[src/rtl/order_link_pkg.sv]
// Frame-format definitions shared by both ends of the order link.
package order_link_pkg;

   localparam int DEF_WIDTH      = 32;
   localparam int DEF_BIT_CYCLES = 8;

   typedef enum logic [2:0] {
      IDLE,
      ALIGN,
      SAMPLE,
      WAIT_END,
      DRAIN
   } link_state_t;

endpackage

[src/rtl/order_link_rx_sync2.sv]
// Two-flop synchronizer for a single asynchronous control or data line.
module sync2 (
   input  logic clock,
   input  logic reset,
   input  logic d,
   output logic q
);

   logic meta;

   // Resample the asynchronous input twice before anything else looks at it.
   always_ff @(posedge clock) begin
      // NOTE: sequential state uses non-blocking assignments so meta and q
      // update together; blocking here would collapse the chain to one flop.
      if (reset) begin
         meta <= 1'b0;
         q    <= 1'b0;
      end else begin
         meta <= d;
         q    <= meta;
      end
   end

endmodule

[src/rtl/order_link_rx.sv]
// Receiving end of the order link: deserializes one order per comEn frame
// into a single-entry buffer with a valid/ready handshake.
module order_link_rx
   import order_link_pkg::*;
#(
   parameter int WIDTH       = DEF_WIDTH,
   parameter int BIT_CYCLES  = DEF_BIT_CYCLES,
   parameter int END_TIMEOUT = 2 * BIT_CYCLES
) (
   input  logic             clock,
   input  logic             reset,
   input  logic             data_ping_in,
   input  logic             comEn,
   output logic [WIDTH-1:0] order,
   output logic             order_valid,
   input  logic             order_ready,
   output logic             frame_error,
   output logic             overrun,
   output logic             busy
);

   localparam int CNT_W = $clog2(BIT_CYCLES);
   localparam int NB_W  = $clog2(WIDTH) + 1;
   localparam int TO_W  = $clog2(END_TIMEOUT + 1);

   localparam logic [CNT_W-1:0] HALF_LAST = CNT_W'(BIT_CYCLES / 2 - 1);
   localparam logic [CNT_W-1:0] BIT_LAST  = CNT_W'(BIT_CYCLES - 1);
   localparam logic [NB_W-1:0]  NB_LAST   = NB_W'(WIDTH - 1);
   localparam logic [TO_W-1:0]  TO_LAST   = TO_W'(END_TIMEOUT - 1);

   logic             en_s;
   logic             data_s;
   logic             en_d;
   logic             start;
   link_state_t      state;
   logic [CNT_W-1:0] cnt;
   logic [NB_W-1:0]  nbits;
   logic [TO_W-1:0]  tcnt;
   logic [WIDTH-1:0] shreg;

   sync2 u_sync_en (
      .clock (clock),
      .reset (reset),
      .d     (comEn),
      .q     (en_s)
   );

   sync2 u_sync_data (
      .clock (clock),
      .reset (reset),
      .d     (data_ping_in),
      .q     (data_s)
   );

   // Delay the synchronized enable by one cycle for rising-edge detection.
   always_ff @(posedge clock) begin
      if (reset) en_d <= 1'b0;
      else       en_d <= en_s;
   end

   assign start = en_s & ~en_d;

   // Frame FSM with registered buffer, handshake and status outputs.
   always_ff @(posedge clock) begin
      if (reset) begin
         state       <= IDLE;
         cnt         <= '0;
         nbits       <= '0;
         tcnt        <= '0;
         shreg       <= '0;
         order       <= '0;
         order_valid <= 1'b0;
         frame_error <= 1'b0;
         overrun     <= 1'b0;
         busy        <= 1'b0;
      end else begin
         // Status pulses default low so each assertion lasts one cycle.
         frame_error <= 1'b0;
         overrun     <= 1'b0;

         // Consumer took the order; a delivery below may reload it.
         if (order_valid && order_ready) order_valid <= 1'b0;

         case (state)
            IDLE: begin
               if (start) begin
                  state <= ALIGN;
                  cnt   <= '0;
                  nbits <= '0;
                  busy  <= 1'b1;
               end
            end

            ALIGN: begin
               if (!en_s) begin
                  frame_error <= 1'b1;
                  state       <= IDLE;
                  busy        <= 1'b0;
               end else if (cnt == HALF_LAST) begin
                  shreg <= {shreg[WIDTH-2:0], data_s};
                  nbits <= NB_W'(1);
                  cnt   <= '0;
                  state <= SAMPLE;
               end else begin
                  cnt <= cnt + 1'b1;
               end
            end

            SAMPLE: begin
               if (!en_s) begin
                  frame_error <= 1'b1;
                  state       <= IDLE;
                  busy        <= 1'b0;
               end else if (cnt == BIT_LAST) begin
                  shreg <= {shreg[WIDTH-2:0], data_s};
                  nbits <= nbits + 1'b1;
                  cnt   <= '0;
                  if (nbits == NB_LAST) begin
                     state <= WAIT_END;
                     tcnt  <= '0;
                  end
               end else begin
                  cnt <= cnt + 1'b1;
               end
            end

            WAIT_END: begin
               if (!en_s) begin
                  state <= IDLE;
                  busy  <= 1'b0;
                  if (!order_valid || order_ready) begin
                     order       <= shreg;
                     order_valid <= 1'b1;
                  end else begin
                     overrun <= 1'b1;
                  end
               end else if (tcnt == TO_LAST) begin
                  frame_error <= 1'b1;
                  state       <= DRAIN;
               end else begin
                  tcnt <= tcnt + 1'b1;
               end
            end

            DRAIN: begin
               if (!en_s) begin
                  state <= IDLE;
                  busy  <= 1'b0;
               end
            end

            default: begin
               state <= IDLE;
               busy  <= 1'b0;
            end
         endcase
      end
   end

endmodule
[config.mk]
export PLATFORM = sky130hd
export DESIGN_NAME = order_link_rx
export DESIGN_NICKNAME = d
export VERILOG_FILES = /design/src/rtl/order_link_pkg.sv /design/src/rtl/order_link_rx_sync2.sv /design/src/rtl/order_link_rx.sv
export SDC_FILE = /design/constraint.sdc
export NUM_CORES = 1
export LEC_CHECK = 0
export ABC_AREA = 1
export CAP_MARGIN = 20
export CORE_MARGIN = 10
export CORE_UTILIZATION = 45
export CTS_CLUSTER_DIAMETER = 80
export DETAILED_ROUTE_END_ITERATION = 16
export HOLD_SLACK_MARGIN = 0.12
export PLACE_DENSITY = 0.66
export RECOVER_POWER = 25
export SLEW_MARGIN = 0
export SYNTH_ARGS = -nofsm -noshare
export SYNTH_HDL_FRONTEND = slang
export SYNTH_HIERARCHICAL = 1
export SYNTH_SLANG_ARGS = --single-unit
[constraint.sdc]
create_clock -name clock -period 2.5 [get_ports clock]
set_clock_uncertainty 0.15 [all_clocks]
set_input_delay 0.5 -clock clock [delete_from_list [all_inputs] [get_ports clock]]
set_output_delay 0.5 -clock clock [all_outputs]
set_load 0.01 [all_outputs]
# Word-level counts from Yosys, hierarchy flattened

Cells that the tools add are included.

Register bits after elaboration: 90
Word-level logic and storage cells: 106
Bits of input ports: 5
Output and inout port bits: 36

Reductions and logical operators: 17
Muxes and demuxes: 45
Equality and inequality tests: 22
Bitwise gates (word level): 4
Add/subtract/negate cells: 3

Operators with widths:

| operator                                             | number |
|---|---|
| 2-to-1 mux 32 bit                                    | 4 |
| one-hot mux 32 bit (2 select lines)                  | 1 |
| 2-to-1 mux 3 bit                                     | 14 |
| 2-to-1 mux 6 bit                                     | 5 |
| 2-to-1 mux 5 bit                                     | 5 |
| one-hot mux 6 bit (3 select lines)                   | 1 |
| AND reduction 6 bit                                  | 3 |
| one-hot mux 3 bit (5 select lines)                   | 1 |
| != test 2 bit (second input constant)                | 7 |
| != test 3 bit (second input constant)                | 4 |
| 2-to-1 mux 1 bit                                     | 10 |
| one-hot mux 5 bit (2 select lines)                   | 1 |
| equality test 3 x 2 -> 1 bit (second input constant) | 3 |
| one-hot mux 3 bit (3 select lines)                   | 1 |
| adder 6 x 1 -> 6 bit (second input constant)         | 1 |
| equality test 3 bit (second input constant)          | 2 |
| equality test 6 x 5 -> 1 bit (second input constant) | 1 |
| != test 2 x 1 -> 1 bit (second input constant)       | 3 |
| adder 5 x 1 -> 5 bit (second input constant)         | 1 |
| equality test 5 x 4 -> 1 bit (second input constant) | 1 |
| AND reduction 5 bit                                  | 1 |
| one-hot mux 1 bit (2 select lines)                   | 2 |
| AND reduction 4 bit                                  | 1 |
| nonzero test 2 bit                                   | 2 |
| 14 further kinds                                     | 16 |

# Depth between registers and ports, before layout

Gate-level depths: netlist of run 1.

Word-level depth: 5
Depth in mapped cells: 11
Mapped depth without buffers: 11

# Hierarchy

The synthesis of run 1 kept the hierarchy.

By module, submodules not included:

| module        | times used | cells each | area each (um^2) | seq. area each (um^2) |
|---|---|---|---|---|
| order_link_rx | 1          | 484        | 3582.2           | 1721.7 |
| sync2         | 2          | 6          | 55.1             | 40.0 |

# Worst setup path after synthesis of run 1

No wires, ideal clock.

Kind: register -> register
Start point: register tcnt[0]
End point: register tcnt[2]
Arrival time: 1.500 ns
Stages on the path, launching flop included: 9
Data required time: 2.218 ns
Setup time: 0.132 ns
Buffers on the path: 0
Period minus slack after synthesis: 1.783 ns
Path slack: 0.717 ns
Cell sequence: dfxtp_1 -> ha_1 -> nand2_1 -> nor2_1 -> ha_1 -> a211oi_2 -> nand2_1 -> nand2_1 -> a21oi_1

Longest elaborated chain between the ends: 4
Elaborated cells on any way between the ends: 7
Classes of those cells: add/sub (1); eq/ne (2); mux (3); reduce/logical (1)

RTL lines:

| item                               | line                 | RTL |
|---|---|---|
| start: declaration                 | order_link_rx.sv:38  | `logic [TO_W-1:0] tcnt;` |
| start signal: assignment           | order_link_rx.sv:141 | `tcnt <= tcnt + 1'b1;` |
| adder 5 x 1 -> 5 bit               | order_link_rx.sv:141 |  |
| 2-to-1 mux 5 bit                   | order_link_rx.sv:137 | `end else if (tcnt == TO_LAST) begin` |
| 2-to-1 mux 5 bit                   | order_link_rx.sv:128 | `if (!en_s) begin` |
| one-hot mux 5 bit (2 select lines) | order_link_rx.sv:84  | `case (state)` |

Several ways; a longest one is shown, not always the timed one. The select of a mux whose other input is x is not followed.
A chain may end at the register's enable or synchronous reset.

# Worst setup path in the final report of run 1

Start point: register cnt[0]
End point: register shreg[9]

Longest elaborated chain between the ends: 3
Elaborated cells on any way between the ends: 5
Classes of those cells: eq/ne (4); reduce/logical (1)

RTL lines:

| item                                                                | line                                      | RTL |
|---|---|---|
| start: declaration                                                  | order_link_rx.sv:36                       | `logic [CNT_W-1:0] cnt;` |
| start signal: assignment                                            | order_link_rx.sv:105                      | `cnt <= cnt + 1'b1;` |
| start signal: assignment                                            | order_link_rx.sv:123                      | `cnt <= cnt + 1'b1;` |
| equality test 3 bit or equality test 3 x 2 -> 1 bit (tied branches) | order_link_rx.sv:114, order_link_rx.sv:99 |  |
| != test 2 bit (no source line)                                      | --                                        |  |
| AND reduction 5 bit (no source line) (*)                            | --                                        |  |
| end signal: assignment                                              | order_link_rx.sv:100                      | `shreg <= {shreg[WIDTH-2:0], data_s};` |
| end signal: assignment                                              | order_link_rx.sv:115                      | `shreg <= {shreg[WIDTH-2:0], data_s};` |
| end: declaration                                                    | order_link_rx.sv:39                       | `logic [WIDTH-1:0] shreg;` |

Every way passes the cells marked *; elsewhere a longest branch is shown, timed or not.

==> results.md, run 1 <==
* CP required at 2.64 ns
* Critical path type: flop to flop
* Multi-input gate area at 1620 sq um
* PD cells at 901 nW/um^2
* Most used cell along the critical path: ha_1
* Maximum clock rate at 0.483 GHz
* Register area at 1800 sq um
* Antenna Nets Post-Route at 0
* Top-count cell post-synth: nor2_1
* Initial antenna violation count at 0
* Vias per Instance at 4.97
* Run status: finished, final reports clean
* Vias in the first global route at 2989
* Clock transition at path regs at 0.09 ns
* Leakage at 2.01 nW
* CTS Buffer Depth at 2
* Die area at 12200 sq um
* Slowest cell on the critical path: dfxtp_1
* Hpwl dp at 5160 um
* Final setup margin at 0.431 ns
* Placed cells at 620
* Sequential cell area fraction in the yosys report at 48.8%
* First-pass GRT wire length at 13700 um
* Max VDD drop at 0.000416 V
* Non-Filler Instances at 634
* Max-slew violations at 0
* Initial drt markers at 105
* Post-Place Worst Slack at 0.396 ns
* Worst Setup End Kind: flop
* Nature of the critical path startpoint: flop
* Ys flop type: dfxtp_1
* Die height at 111 um
* Largest net degree at the start of global routing at 43
* Gpl congestion at 0.867
* Layout area overhead at 15.8%
* Synth Cell Area at 3690 sq um
* Post-CTS Setup Repair Bufs at 0
* Vias at 3149
* Post-Synthesis Cells at 496
* Unique masters post-synth at 27
* Area after DPL at 4120 sq um
* Syn Nets at 508
* I/O Buffers at 40
* Core area at 7850 sq um
* GR Util All Layers at 12.8%
* R2R cell count at 9
* Post-route DRC at 0
* RSZ-0062 raised after global routing: false
* Setup TNS Final at 0 ns
* Top post-synthesis cells by count: 165 x nor2_1, 90 x dfxtp_1, 60 x o21ai_1
* Nets at 541
* Layout cells sized above 1 at 6.95%
* EDFF count, synth at 0
* Cell area after layout at 4280 sq um
* 1st-pass router iterations at 4
* Critical path arrival at 2.21 ns
* Minimum clock period at 2.07 ns
* Post-Route WL at 7830 um
* CTS tree: yes
* Seq cells post-synth at 90
* Clock sink count at 90
* Worst Hold Class: flop to flop
* CP max stage delay at 0.36 ns
* Final hold violation count at 0
* Max-slew headroom at 46.7%
* Remaining Overflow, GRT at 0
* # fillers at 784
* Critical-path cell list: ha_1, ha_1, inv_1, nand3_1, nand2_1, nor2_8, buf_4, o21ai_1, nor2_1
* H-tree level count at 3
* Max Cap Viol at 0
* Worst Tran Pin Value at 0.800 ns
* Total power at 0.00385 W
* Post-route clock period utilization at 82.8%
* Post-Syn Area per Cell at 7.44 sq um
* Ant diodes at 0
* Hold depth at 2
* Cell taking the most area after synthesis: dfxtp_1
* Num ports at 41
* Area contributors post-synth: dfxtp_1 49%, nor2_1 17%, o21ai_1 8.1%
* Post-CTS Resized at 0
* Asr flop ratio synth at 0%
* Initial Utilization at 47.1%
* Yosys Warn Count at 6
* Row count at 32
* CTS root buf: clkbuf_8
* Max FO, Critical Path at 20
* Clock latency on the worst-skew pair at 0.35 ns
* WL/cell at 12.4 um
* CTS buffer count at 9
* Area share of the largest cell type after synthesis at 48.8%
* CTS Hold Bufs at 0
* Die width at 111 um
* Final setup viols at 0
[cell type report]
| cell class | instances | share of cell area [%] |
|---|---|---|
| flip-flops and latches | 90 | 42.1 |
| clock buffers | 11 | 3.54 |
| inverters | 31 | 2.78 |
| repair buffers | 45 | 10.1 |
| well taps | 102 | 2.99 |
| multi-input cells | 352 | 37.9 |
| clock inverters | 3 | 0.556 |
[critical path: cells and delay by family (launching register included)]
family / cells / cell delay [ns]
adder cells (fa/ha/maj): 2 / 0.42
buffers and inverters: 2 / 0.36
AND/OR/NAND/NOR: 4 / 0.65
AO/OA/AOI/OAI: 1 / 0.09
flip-flops: 1 / 0.36
[sequential cells by signal, summed over array words and instances, names as in the netlist, 3 cells and up]
name	cells
state	3
order	32
shreg	32
nbits	6
cnt	3
tcnt	5
[metal layers]
| layer | vias to the layer above | track usage [%] | wire length [um] |
|---|---|---|---|
| met5 | - | 0 | 0 |
| met4 | 0 | 3.89 | 91 |
| met3 | 9 | 5.19 | 492 |
| met2 | 53 | 21.0 | 3640 |
| met1 | 1443 | 14.8 | 3600 |
| li1 | 1644 | - | - |
[logic make-up (layout without fill, tap and decap cells)]
group | Yosys count | count (layout) | share of synthesized area [%]
AOI/OAI and AO/OA | 86 | 86 | 11.9
xor gates and xnor gates | 1 | 1 | 0.237
adders and majority gates | 7 | 7 | 2.37
buffers and inverters | 54 | 90 | 7.05
DFF | 90 | 90 | 48.8
and+or+nand+nor | 258 | 258 | 29.6
[layout by cell type (no fill, tap or decap)]
cell,instances
nor2_1,165
dfxtp_1,90
o21ai_1,59
nand2_1,47
nand3_1,29
clkdlybuf4s50_1,28
inv_1,25
a21oi_1,15
dlygate4sd3_1,12
clkbuf_8,11
o21ai_0,10
ha_1,7
inv_2,5
nor2_4,4
nand2_2,3
nand4_1,3
buf_4,3
nor3_1,2
or2_2,2
clkinvlp_4,2
nor2_2,1
nand2_4,1
xor2_1,1
o21a_1,1
a211oi_2,1
nor2_8,1
inv_4,1
inv_6,1
clkbuf_2,1
clkbuf_1,1
[power breakdown]
part,switching (W),internal (W),total [W]
registers,0.000152,0.00164,0.00179
clock network,0.000492,0.000408,0.000900
logic,0.000733,0.000426,0.00116
total,0.00138,0.00247,0.00385
[through the flow]
stage | util [%] | hold slack, ns
6_report | 54.5 | 0.252
5_1_grt | 54.5 | 0.274
4_1_cts | 54.7 | 0.261
3_5_place_dp | 52.5 | 0.244
3_3_place_gp | 52.5 | 0.245
2_1_floorplan | - | 0.238
[final timing paths]
path / start / to / slack [ns]
min reg2reg: u_sync_en/meta$_SDFF_PP0_ / u_sync_en/q$_SDFF_PP0_ / 0.25
max reg2reg: cnt[0]$_SDFFE_PP0P_ / shreg[9]$_SDFFE_PP0P_ / 0.43
min: u_sync_en/meta$_SDFF_PP0_ / u_sync_en/q$_SDFF_PP0_ / 0.25
max: cnt[0]$_SDFFE_PP0P_ / shreg[9]$_SDFFE_PP0P_ / 0.43
Power figures use the tool's default switching activity.
==> inputs of run 2 (changes only) <==
--- a/config.mk
+++ b/config.mk
@@ -12,7 +12,7 @@
 export CTS_CLUSTER_DIAMETER = 80
 export DETAILED_ROUTE_END_ITERATION = 16
 export HOLD_SLACK_MARGIN = 0.12
-export PLACE_DENSITY = 0.66
+export PLACE_DENSITY = 0.69
 export RECOVER_POWER = 25
 export SLEW_MARGIN = 0
 export SYNTH_ARGS = -nofsm -noshare
==> constraint.sdc (replaced) <==
create_clock -name clock -period 1.8 [get_ports clock]
set_clock_uncertainty 0.15 [all_clocks]
set_input_delay 0.36 -clock clock [delete_from_list [all_inputs] [get_ports clock]]
set_output_delay 0.36 -clock clock [all_outputs]
set_load 0.01 [all_outputs]
==> results.md, run 2 (synthesis gave the netlist of run 1 again) <==
* CP max stage delay at 0.54 ns (was 0.36 ns)
* Sw power at 0.00212 W (was 0.00138 W)
* Num ports at 41 (unchanged)
* Nets at 556 (was 541)
* Ant diodes at 0 (unchanged)
* H-tree level count at 3 (unchanged)
* Max VDD drop at 0.000619 V (was 0.000416 V)
* Critical-path cell list: clkdlybuf4s50_1 (was ha_1, ha_1, inv_1, nand3_1, nand2_1, nor2_8, buf_4, o21ai_1, nor2_1)
* Post-Place Worst Slack at -0.0196 ns (was 0.396 ns)
* Clock sink count at 90 (unchanged)
* Post-Route WL at 8080 um (was 7830 um)
* Minimum clock period at 1.76 ns
* Combinational power share at 33.7% (was 30.1%)
* Switch share at 35.9% (was 35.8%)
* Max Cap Viol at 0 (unchanged)
* Final setup viols at 0 (unchanged)
* Critical path arrival at 1.25 ns (was 2.21 ns)
* Vias at 3182 (was 3149)
* Initial Utilization at 47.1% (unchanged)
* Worst hold margin at 0.270 ns (was 0.252 ns)
* CTS Buffer Depth at 2 (unchanged)
* Vias per Instance at 4.89 (was 4.97)
* First-pass GRT wire length at 14000 um (was 13700 um)
* Clk network pwr share at 23.5% (was 23.4%)
* Final setup margin at 0.0449 ns (was 0.431 ns)
* Gpl congestion at 0.835 (was 0.867)
* CP required at 1.29 ns (was 2.64 ns)
* Leading cell type in the layout, fill and taps excluded: nor2_1 (unchanged)
* Power Internal at 0.00377 W (was 0.00247 W)
* Remaining Overflow, GRT at 0 (unchanged)
* Worst Tran Pin Value at 0.334 ns (was 0.800 ns)
* CTS buffer count at 9 (unchanged)
* Initial drt markers at 146 (was 105)
* Worst r2r src: tcnt[0]$_SDFFE_PP0P_ (was cnt[0]$_SDFFE_PP0P_)
* I/O Buffers at 40 (unchanged)
* Largest net degree at the start of global routing at 41 (was 43)
* Maximum clock rate at 0.570 GHz
* PD cells at 1280 nW/um^2 (was 901 nW/um^2)
* Worst Hold Class: flop to flop (unchanged)
* CTS tree: yes (unchanged)
* Row count at 32 (unchanged)
* Max FO, Critical Path at 2 (was 20)
* Clock transition at path regs at 0.09 ns (about the same)
* Hpwl dp at 5480 um (was 5160 um)
* Post-route clock period utilization at 97.5%
* Core area at 7850 sq um (unchanged)
* 1st-pass router iterations at 4 (unchanged)
* Layout area overhead at 24.5% (was 15.8%)
* Critical path type: flop to output port (was flop to flop)
* Max-slew headroom at 77.7% (was 46.7%)
* Initial antenna violation count at 0 (unchanged)
* Leakage at 2.10 nW (was 2.01 nW)
* Most frequent cells in the layout: 163 x nor2_1, 82 x dfxtp_1, 63 x o21ai_1 (was 165 x nor2_1, 90 x dfxtp_1, 59 x o21ai_1)
* Die area at 12200 sq um (unchanged)
* Run status: finished, final reports clean (unchanged)
* Worst hold start: u_sync_en/meta$_SDFF_PP0_ (unchanged)
* Cell area after layout at 4600 sq um (was 4280 sq um)
* Antenna Nets Post-Route at 0 (unchanged)
* # fillers at 740 (was 784)
* Crit path buf inv count at 1 (was 2)
* Clock latency on the worst-skew pair at 0.35 ns (about the same)
* CTS root buf: clkbuf_8 (unchanged)
* WL/cell at 12.4 um (about the same)
* Final hold violation count at 0 (unchanged)
* Nature of the critical path startpoint: flop (unchanged)
* CTS Hold Bufs at 0 (unchanged)
* Max-slew violations at 0 (unchanged)
* Die height at 111 um (unchanged)
* Area after DPL at 4300 sq um (was 4120 sq um)
* Die width at 111 um (unchanged)
* Layout cells sized above 1 at 14.2% (was 6.95%)
* Biggest registers after layout: order (32), shreg (32), nbits (6) (unchanged)
* CP Launch Point: order[23]$_SDFFE_PP0P_ (was cnt[0]$_SDFFE_PP0P_)
* Reg power frac at 42.8% (was 46.5%)
* Vias in the first global route at 3065 (was 2989)
* CP delay by family, top: buffers and inverters (was simple AND/OR/NAND/NOR gates)
* Post-route DRC at 0 (unchanged)
* Worst Setup End Kind: output port (was flop)
* GR Util All Layers at 13.1% (was 12.8%)
* Slowest cell on the critical path: clkdlybuf4s50_1 (was dfxtp_1)
==> run 2: cell count changes in the layout (fill, tap and decap cells not counted), moves of 4 or more <==
| cell | change |
|---|---|
| buf_4 | +6 |
| clkbuf_1 | +4 |
| dfxtp_2 | +6 |
| nand2_1 | -5 |
| dfxtp_1 | -8 |
| ha_1 | -4 |
| buf_12 | +8 |
| o21ai_1 | +4 |
| clkdlybuf4s50_1 | -7 |
| dlygate4sd3_1 | -11 |
| clkdlybuf4s25_1 | +13 |
| o21ai_0 | -4 |
==> run 2: area by class of cell <==
class	instances	area (sq um)	share of cell area [%]
Clock buffer	9	124	2.70
Clock inverter	7	73.8	1.61
Sequential cell	90	1820	39.5
Inverter	31	121	2.64
Multi-Input combinational cell	352	1710	37.2
Tap cell	102	128	2.78
Timing Repair Buffer	60	624	13.6
==> run 2: path summary, 6_finish.rpt <==
check | to | slack, ns | depth (start not counted)
setup reg to reg | tcnt[2]$_SDFFE_PP0P_ | 0.11 | 8
setup / recovery | order[23] | 0.04 | 1
hold / removal | u_sync_en/q$_SDFF_PP0_ | 0.27 | 2
hold reg to reg | u_sync_en/q$_SDFF_PP0_ | 0.27 | 2
==> run 2: per-stage QoR <==
step | instances | TNS, ns | total power, W | utilization, %
after global routing | 651 | -0.0285 | 0.00630 | 58.6
after floorplan | 496 | 0 | 0.00369 | -
after global placement | 631 | 0 | 0.00433 | 54.8
after CTS | 648 | 0 | 0.00578 | 57.4
after detailed placement | 631 | -0.0196 | 0.00436 | 54.8
final | 651 | 0 | 0.00589 | 58.6
==> run 2: timing repair <==
item,CTS,global route
resized for setup,2,50
endpoints found under the setup margin,2,71
hold endpoints to repair,0,0
pin swaps,1,9
setup buffers,1,2
gates cloned,0,1
==> run 2: worst register-to-register path: stages (launching register included) <==
cell      delay (ns)
dfxtp_2         0.34
ha_4            0.16
nand2_2         0.06
nor2_1          0.05
ha_2            0.21
a211oi_4        0.24
buf_2           0.19
nand3_1         0.09
a21oi_1         0.15
==> run 2: power by group through the flow <==
stage | clock network (W) | registers, W | logic [W]
3_3_place_gp | 0 | 0.00253 | 0.00180
5_1_grt | 0.00151 | 0.00256 | 0.00223
6_report | 0.00139 | 0.00252 | 0.00198
3_5_place_dp | 0 | 0.00253 | 0.00183
4_1_cts | 0.00142 | 0.00249 | 0.00187
2_1_floorplan | 0 | 0.00253 | 0.00116
==> run 2: routing by layer <==
| metal | wire, um | GRT usage, % | share of wire [%] |
|---|---|---|---|
| met5 | 0 | 0 | 0 |
| met4 | 72 | 5.01 | 0.89 |
| met3 | 374 | 3.73 | 4.6 |
| met2 | 3910 | 21.0 | 48 |
| met1 | 3730 | 16.1 | 46 |
